[src/rtl/zip_dbl_prefetch.sv]
`default_nettype none
// ============================================================================
// Module      : zip_dbl_prefetch
// Description : Two-deep instruction prefetch. It is a Wishbone B4 pipelined
//               master that feeds CPU decode through an i_ready handshake.
//               Optional macro: ZIP_PF_MISALIGN_TRAP_EN (trap a misaligned
//               redirect).
// Revision    : 1.0 - initial release
// ============================================================================
module zip_dbl_prefetch #(
  parameter int ADDRESS_WIDTH = 30
) (
  input  logic                     i_clk,
  input  logic                     i_reset,
  input  logic                     i_new_pc,
  input  logic                     i_clear_cache,
  input  logic                     i_ready,
  input  logic [ADDRESS_WIDTH+1:0] i_pc,
  output logic                     o_valid,
  output logic [31:0]              o_insn,
  output logic [ADDRESS_WIDTH+1:0] o_pc,
  output logic                     o_illegal,
  output logic                     o_wb_cyc,
  output logic                     o_wb_stb,
  output logic                     o_wb_we,
  output logic [ADDRESS_WIDTH-1:0] o_wb_addr,
  output logic [31:0]              o_wb_data,
  input  logic                     i_wb_stall,
  input  logic                     i_wb_ack,
  input  logic                     i_wb_err,
  input  logic [31:0]              i_wb_data
);

  typedef enum logic [1:0] {
    S_IDLE    = 2'd0,
    S_FETCH   = 2'd1,
    S_ILLEGAL = 2'd2
  } state_t;

  state_t                   r_state, w_state_n;
  logic                     r_armed, w_armed_n;
  logic [1:0]               r_out, w_out_n;
  logic [1:0]               r_cnt, w_cnt_n;
  logic                     r_rd, r_wr;
  logic [31:0]              r_buf [2];
  logic [ADDRESS_WIDTH-1:0] r_wb_addr;
  logic [ADDRESS_WIDTH+1:0] r_pc;
  logic                     w_pop, w_accept, w_ack, w_err, w_room;
  logic [2:0]               w_used;

  assign w_pop    = (r_cnt != 2'd0) && i_ready && !i_new_pc;
  assign w_used   = {1'b0, r_out} + {1'b0, r_cnt};
  // A pop in this cycle frees a slot early enough to sustain one word per cycle.
  assign w_room   = (w_used < 3'd2) || ((w_used == 3'd2) && w_pop);
  assign o_wb_cyc = (r_state == S_FETCH);
  assign o_wb_stb = o_wb_cyc && w_room;
  assign w_accept = o_wb_stb && !i_wb_stall;
  assign w_ack    = o_wb_cyc && (r_out != 2'd0) && i_wb_ack && !i_wb_err;
  assign w_err    = o_wb_cyc && i_wb_err;

  always_comb begin
    w_state_n = r_state;
    w_armed_n = r_armed;
    w_out_n   = r_out + {1'b0, w_accept} - {1'b0, w_ack};
    w_cnt_n   = r_cnt + {1'b0, w_ack} - {1'b0, w_pop};
    if (i_new_pc) begin
      w_out_n   = 2'd0;
      w_cnt_n   = 2'd0;
      w_armed_n = 1'b1;
      // An open bus cycle is aborted first so that stale acks can't land.
      w_state_n = o_wb_cyc ? S_IDLE : S_FETCH;
`ifdef ZIP_PF_MISALIGN_TRAP_EN
      if (i_pc[1:0] != 2'b00) begin
        w_state_n = S_ILLEGAL;
        w_armed_n = 1'b0;
      end
`endif
    end else begin
      case (r_state)
        S_IDLE: begin
          if (r_armed && (w_cnt_n != 2'd2))
            w_state_n = S_FETCH;
        end
        S_FETCH: begin
          if (w_err) begin
            w_state_n = S_ILLEGAL;
            w_out_n   = 2'd0;
            w_armed_n = 1'b0;
          end else if ((w_out_n == 2'd0) && (w_cnt_n == 2'd2)) begin
            w_state_n = S_IDLE;
          end
        end
        default: ;
      endcase
    end
  end

  always_ff @(posedge i_clk) begin
    if (i_reset || i_clear_cache) begin
      r_state   <= S_IDLE;
      r_armed   <= 1'b0;
      r_out     <= 2'd0;
      r_cnt     <= 2'd0;
      r_rd      <= 1'b0;
      r_wr      <= 1'b0;
      r_wb_addr <= '0;
      r_pc      <= '0;
    end else begin
      r_state <= w_state_n;
      r_armed <= w_armed_n;
      r_out   <= w_out_n;
      r_cnt   <= w_cnt_n;
      if (i_new_pc) begin
        r_rd      <= 1'b0;
        r_wr      <= 1'b0;
        r_wb_addr <= i_pc[ADDRESS_WIDTH+1:2];
        r_pc      <= i_pc;
      end else begin
        if (w_accept)
          r_wb_addr <= r_wb_addr + ADDRESS_WIDTH'(1);
        if (w_ack)
          r_wr <= ~r_wr;
        if (w_pop) begin
          r_rd <= ~r_rd;
          r_pc <= {r_pc[ADDRESS_WIDTH+1:2] + ADDRESS_WIDTH'(1), 2'b00};
        end
      end
    end
  end

  always_ff @(posedge i_clk) begin
    if (w_ack && !i_new_pc)
      r_buf[r_wr] <= i_wb_data;
  end

  assign o_valid   = (r_cnt != 2'd0) || (r_state == S_ILLEGAL);
  assign o_illegal = (r_state == S_ILLEGAL) && (r_cnt == 2'd0);
  assign o_insn    = r_buf[r_rd];
  assign o_pc      = r_pc;
  assign o_wb_addr = r_wb_addr;
  assign o_wb_we   = 1'b0;
  assign o_wb_data = 32'd0;

endmodule
`default_nettype wire

[config.mk]
export PLATFORM = sky130hd
export DESIGN_NAME = zip_dbl_prefetch
export DESIGN_NICKNAME = d
export VERILOG_FILES = /design/src/rtl/zip_dbl_prefetch.sv
export SDC_FILE = /design/constraint.sdc
export NUM_CORES = 1
export LEC_CHECK = 0
export BUFFER_PORTS_ARGS = -buffer_cell sky130_fd_sc_hd__buf_2
export CAP_MARGIN = 10
export CORE_UTILIZATION = 40
export CTS_CLUSTER_DIAMETER = 200
export DETAILED_ROUTE_END_ITERATION = 6
export PLACE_DENSITY_LB_ADDON = 0.12
export SYNTH_ARGS = -nofsm -noshare
export SYNTH_HDL_FRONTEND = slang
export SYNTH_SLANG_ARGS = --single-unit
[constraint.sdc]
create_clock -name i_clk -period 4.9 [get_ports i_clk]
set_input_delay 0.735 -clock i_clk [delete_from_list [all_inputs] [get_ports i_clk]]
set_output_delay 0.735 -clock i_clk [all_outputs]
set_load 0.01 [all_outputs]
==> results.md, run 1 <==
- Starting Density: 0.409
- Leak: 3.18 nW
- Hpwl dp: 12.5 mm
- CTS buffer count: 17
- Max-slew headroom: 0.432
- # H-tree levels: 4
- Hold Buf Count CTS: 0
- Worst path max stage delay: 0.46 ns
- WP data required: 5.21 ns
- Area contributors post-synth: edfxtp_1 (30%), dfxtp_1 (22%), mux2_2 (5.7%)
- Final WL: 17.1 mm
- Commonest cells after routing, fill and taps aside: buf_2 (169), dfxtp_1 (72), edfxtp_1 (64)
- Clk_lat worst skew: 0.43 ns
- PwrDens: 337 nW/um^2
- Hold crit path type: in -> reg
- Commonest non-fill, non-tap cell in the layout: buf_2
- Max Cap Viol: 0
- Hold Path Depth: 1
- Drc violations: 0
- GRT Residual Overflow: 0
- Reg clk slew, reported paths: 0.06 ns
- Number of global-route vias before repair: 4893
- Die area: 16700 um^2
- RSZ-0062 raised after global routing: false
- Max VDD drop: 239 uV
- Die Wd: 129 um
- Row count: 46
- Final Hold Viols: 0
- Maximum root-to-sink buffer count: 2
- Post_cts resized: 0
- Via count: 5069
- Initial drt markers: 234
- DR WL/cell: 17.2 um
- Pin count of the biggest net entering global routing: 44
- Post-synthesis average cell area: 10.9 um^2
- Crit-path max FO: 7
- Final worst-path cycle share: 0.645
- Sequential area share after synthesis: 0.520
- GPL Wtd Cong: 0.893
- Slowest CP cell: dfxtp_1
- Worst EP arrival: 3.47 ns
- CTS sink cnt: 136
- Post-synth EDFFs: 64
- First-pass GRT wire length: 26.1 mm
- Worst-path cell chain: ha_1 -> inv_1 -> fa_1 -> a21oi_1 -> nand2b_1 -> ha_1 -> inv_1 -> ha_1 -> xnor2_1 -> xnor2_1 -> nor4_1 -> o31ai_1 -> o311a_1
- Clock root buffer: clkbuf_16
- Share of post-route cells with drive strength above 1: 0.326
- Die height: 129 um
- Fin. max-slew vios: 0
- Setup TNS: 0 ns
- All-Layer GR Usage: 0.211
- Area delta synth->final: 24.1%
- Seq cells post-synth: 136
- Fmax: 0.317 GHz
- Minimum clock period: 3.16 ns
- Async set-reset flop share out of synthesis: 0
- Synthesized area: 6470 um^2
- Hold WS: 0.494 ns
- Setup ws final: 1.74 ns
- Kind of critical path: reg -> reg
- Worst R2R Path Depth: 13
- Ys flop type: dfxtp_1
- Synth area leader: edfxtp_1
- Worst setup SP type: flip-flop
- Synth Warn #: 0
- Synth top area share: 0.297
- CORE AREA: 15800 um^2
- Setup bufs post-CTS: 0
- Pre-CTS setup slack: 1.68 ns
- Crit end category: flip-flop
- CTS tree: yes
- Final ANT Viol Nets: 0
- Initial antenna violation count: 2
- Layout Utilization: 0.507
- CP most frequent cell: ha_1
- Drt via density: 5.08
- Worst-Margin Slew: 0.845 ns
- Syn Inst Count: 596
- Port bufs: 169
- Setup violators final: 0
- Distinct cells, synth: 55
- DRT Pass-1 Iters: 4
- Fin Clk Skew: 0.00937 ns
- Run status: finished, final reports clean
- IO Pins: 203
- Layout net count: 846
[metal layers]
metal  track usage  vias up  part of all wire
met1         0.272     2382              0.45
met4         0.115        0             0.034
met5             0        -                 0
li1              -     2447                 -
met2         0.321      203              0.45
met3        0.0570       37             0.070
[layout make-up]
| type | instances | area (um^2) |
|---|---|---|
| Antenna cell | 2 | 5.00 |
| Clock inverter | 15 | 179 |
| Sequential cell | 136 | 3360 |
| Inverter | 14 | 52.6 |
| Multi-Input combinational cell | 421 | 2840 |
| Timing Repair Buffer | 176 | 898 |
| Clock buffer | 17 | 425 |
| Tap cell | 216 | 270 |
| Fill cell | 1481 | 7800 |
[critical path, delay by kind of cell, from the launching register on]
family | cells | cell delay (ns)
AO/OA/AOI/OAI | 3 | 0.63
AND/OR/NAND/NOR | 2 | 0.54
XOR/XNOR | 2 | 0.26
flip-flops | 1 | 0.46
adder cells (fa/ha/maj) | 4 | 1.05
buffers and inverters | 2 | 0.11
[where the power goes]
| part | total, W | switching (W) | leakage (nW) | internal, W |
|---|---|---|---|---|
| clock | 0.00131 | 0.000540 | 0.299 | 0.000772 |
| combinational | 0.000160 | 0.0000943 | 1.72 | 0.0000652 |
| sequential | 0.00124 | 0.0000283 | 1.16 | 0.00121 |
| total | 0.00271 | 0.000662 | 3.18 | 0.00205 |
[synthesized netlist by cell type, drive strengths merged (15+ instances only)]
master,n
a21boi,22
nor3,15
a21oi,29
xnor2,19
mux2,34
dfxtp,72
nand2,32
clkbuf,16
buf,41
o21ai,20
nor2,31
nand4,29
nand3,19
edfxtp,64
and3,17
xor2,39
[flip-flops by register name, summed over array words and instances, names as in the netlist, named ones only]
register	cells
r_buf	64
r_armed	1
r_wr	1
r_cnt	2
o_wb_addr	30
r_rd	1
r_state	2
r_out	2
o_pc	32
[cell families (layout without fill, tap and decap cells)]
kind of cell,after synthesis,after routing,synth area share
AND/OR/NAND/NOR,175,175,0.153
flip-flops,136,136,0.520
AO/OA/AOI/OAI,112,112,0.110
buffers and inverters,71,222,0.0613
XOR/XNOR,58,58,0.0785
multiplexers,35,35,0.0607
adder cells (fa/ha/maj),8,8,0.0166
other,1,35,0.000579
[path summary, 6_finish.rpt]
kind                 start  slack [ns]            to
max               r_cnt[0]        1.74    r_state[0]
min          i_wb_data[28]        0.49  r_buf[0][28]
max reg2reg       r_cnt[0]        1.74    r_state[0]
min reg2reg        o_pc[3]        0.53       o_pc[3]
[metrics by stage]
step                      cell area (um^2)  power (W)  cells
final                                 8030    0.00271    997
after CTS                             8030    0.00273    995
after detailed placement              7420    0.00142    963
after global routing                  8030    0.00280    995
after global placement                7420    0.00142    963
after floorplan                       6590    0.00136    628
Note: power is estimated with default switching activity, not from simulation.
==> run 2: changes to the inputs <==
Clock period 4.9 ns to 2.9 ns, I/O delays scaled along.
==> run 2 against run 1 <==
Effect of this change:
- non-clock buffer count rose by 13
- final area rose by 1.7%
- via count rose by 1.1%
- critical path depth did not move
- count of clock-buffer cells in the layout did not move
- clock power rose by 69%
- total power rose by 69%
- clock skew fell by 0.00088 ns
- hold slack got worse by 0.29 ns
- worst setup slack got worse by 1.5 ns
- critical path type unchanged
- critical endpoint unchanged
==> results.md, run 2 (synthesized netlist as in run 1, its figures left out) <==
- PwrDens: 560 nW/um^2
- Row count: 46
- Setup ws final: 0.217 ns
- Kind of critical path: reg -> reg
- First-pass GRT wire length: 25.9 mm
- Final WL: 17.0 mm
- Clock root buffer: clkbuf_16
- Fin Clk Skew: 0.00849 ns
- GRT met1 Usage: 0.259
- Leak: 3.25 nW
- CORE AREA: 15800 um^2
- Fill cells: 1474
- Initial antenna violation count: 0
- Hpwl dp: 12.4 mm
- Number of global-route vias before repair: 5044
- GRT Residual Overflow: 0
- Reg area: 3370 um^2
- DP Area: 7520 um^2
- Fin area: 8170 um^2
- DR WL/cell: 16.9 um
- Clk_lat worst skew: 0.42 ns
- Port bufs: 169
- Hold crit path type: in -> reg
- Die Wd: 129 um
- Setup TNS: 0 ns
- Initial drt markers: 327
- GRT busiest layer: met2
- Fmax: 0.373 GHz
- CTS sink cnt: 136
- Combined area of the multi-input logic cells: 2880 um^2
- Largest Register: r_buf
- Fin. max-slew vios: 0
- Share of post-route cells with drive strength above 1: 0.345
- Final Power: 0.00458 W
- CP most frequent cell: ha_1
- Max Cap Viol: 0
- Reg clk slew, reported paths: 0.06 ns
- WP data required: 3.26 ns
- Drt via density: 5.08
- Maximum root-to-sink buffer count: 2
- IO Pins: 203
- Max-slew headroom: 0.494
- Worst-path cell chain: ha_1 -> inv_1 -> fa_1 -> a21oi_4 -> nand2b_1 -> ha_1 -> inv_1 -> ha_1 -> xnor2_2 -> xnor2_2 -> nor4_2 -> o31ai_1 -> o311a_1
- Layout net count: 859
- Run status: finished, final reports clean
- Final Hold Viols: 0
- CTS tree: yes
- Hold Buf Count CTS: 0
- Die height: 129 um
- Met2 Use GR: 0.337
- Cell Count, Final, Fillers Out: 1009
- Max VDD drop: 417 uV
- Worst-Margin Slew: 0.760 ns
- Pre-CTS setup slack: 0.0367 ns
- GPL Wtd Cong: 0.876
- Final worst-path cycle share: 0.925
- Worst path max stage delay: 0.55 ns
- Final ANT Viol Nets: 0
- Commonest cells after routing, fill and taps aside: buf_2 (169), dfxtp_1 (70), edfxtp_1 (64)
- Crit-path max FO: 3
- Via count: 5126
- Placed Cells: 975
- Commonest non-fill, non-tap cell in the layout: buf_2
- Slowest CP cell: fa_1
- Setup violators final: 0
- Die area: 16700 um^2
- Crit end category: flip-flop
- Area delta synth->final: 26.2%
- Minimum clock period: 2.68 ns
- Worst setup SP type: flip-flop
- Worst EP arrival: 3.04 ns
- CTS buffer count: 17
- Pin count of the biggest net entering global routing: 81
- RSZ-0062 raised after global routing: false
- All-Layer GR Usage: 0.205
- Number of flip-flops in the largest register: 64
- DRT Pass-1 Iters: 6
- # H-tree levels: 4
- Grt met3 use: 0.0425
- Drc violations: 0
- Starting Density: 0.409
run 2: cell count changes in the layout (fill, tap and decap cells not counted), moves of 2 or more:
cell,change
clkinvlp_4,+2
clkinv_4,-2
xnor2_2,+2
buf_4,+13
dfxtp_2,+2
dfxtp_1,-2
xnor2_1,-2
run 2: final cells by class:
type / count / share of cell area
Sequential cell: 136 / 0.412
Multi-Input combinational cell: 421 / 0.352
Timing Repair Buffer: 189 / 0.122
Clock buffer: 17 / 0.0521
Tap cell: 216 / 0.0331
Clock inverter: 15 / 0.0218
Inverter: 14 / 0.00644
Antenna cell: 1 / 0.000306
run 2: metrics by stage:
step                hold slack [ns]  utilization
finish                        0.204        0.516
global route                  0.187        0.516
CTS                           0.188        0.513
detailed placement            0.484        0.475
global placement              0.484        0.475
floorplan                     0.448            -
run 2: path summary, 6_finish.rpt:
path         slack [ns]     startpoint           end  cells past startpoint
min                0.20  i_wb_data[21]  r_buf[1][21]                      1
max reg2reg        0.22       r_out[0]    r_state[0]                     13
max                0.22       r_out[0]    r_state[0]                     13
min reg2reg        0.50        r_armed       r_armed                      2
run 2: where the power goes:
part,switching (W),total (W),internal (W),leakage (nW)
clock network,0.000907,0.00221,0.00130,0.293
registers,0.0000468,0.00209,0.00204,1.16
logic,0.000162,0.000274,0.000112,1.80
total,0.00112,0.00458,0.00346,3.25
run 2: layer usage:
layer	part of all wire	wire (um)
met5	0	0
met4	0.024	401
met1	0.44	7440
met3	0.069	1170
met2	0.47	8010
run 2: critical path: cells and delay by family (launching register included):
kind,cells,cell delay (ns)
fa+ha+maj,4,1.16
simple gates,2,0.23
flops,1,0.35
xor+xnor,2,0.32
compound gates,3,0.49
buf+inv,2,0.09
run 2: timing repair:
action | 4_1_cts | 5_1_grt
resized for setup | 1 | 6
endpoints found under the setup margin | 1 | 1
buffers inserted | 0 | 1
endpoints found under the hold margin | 0 | 0
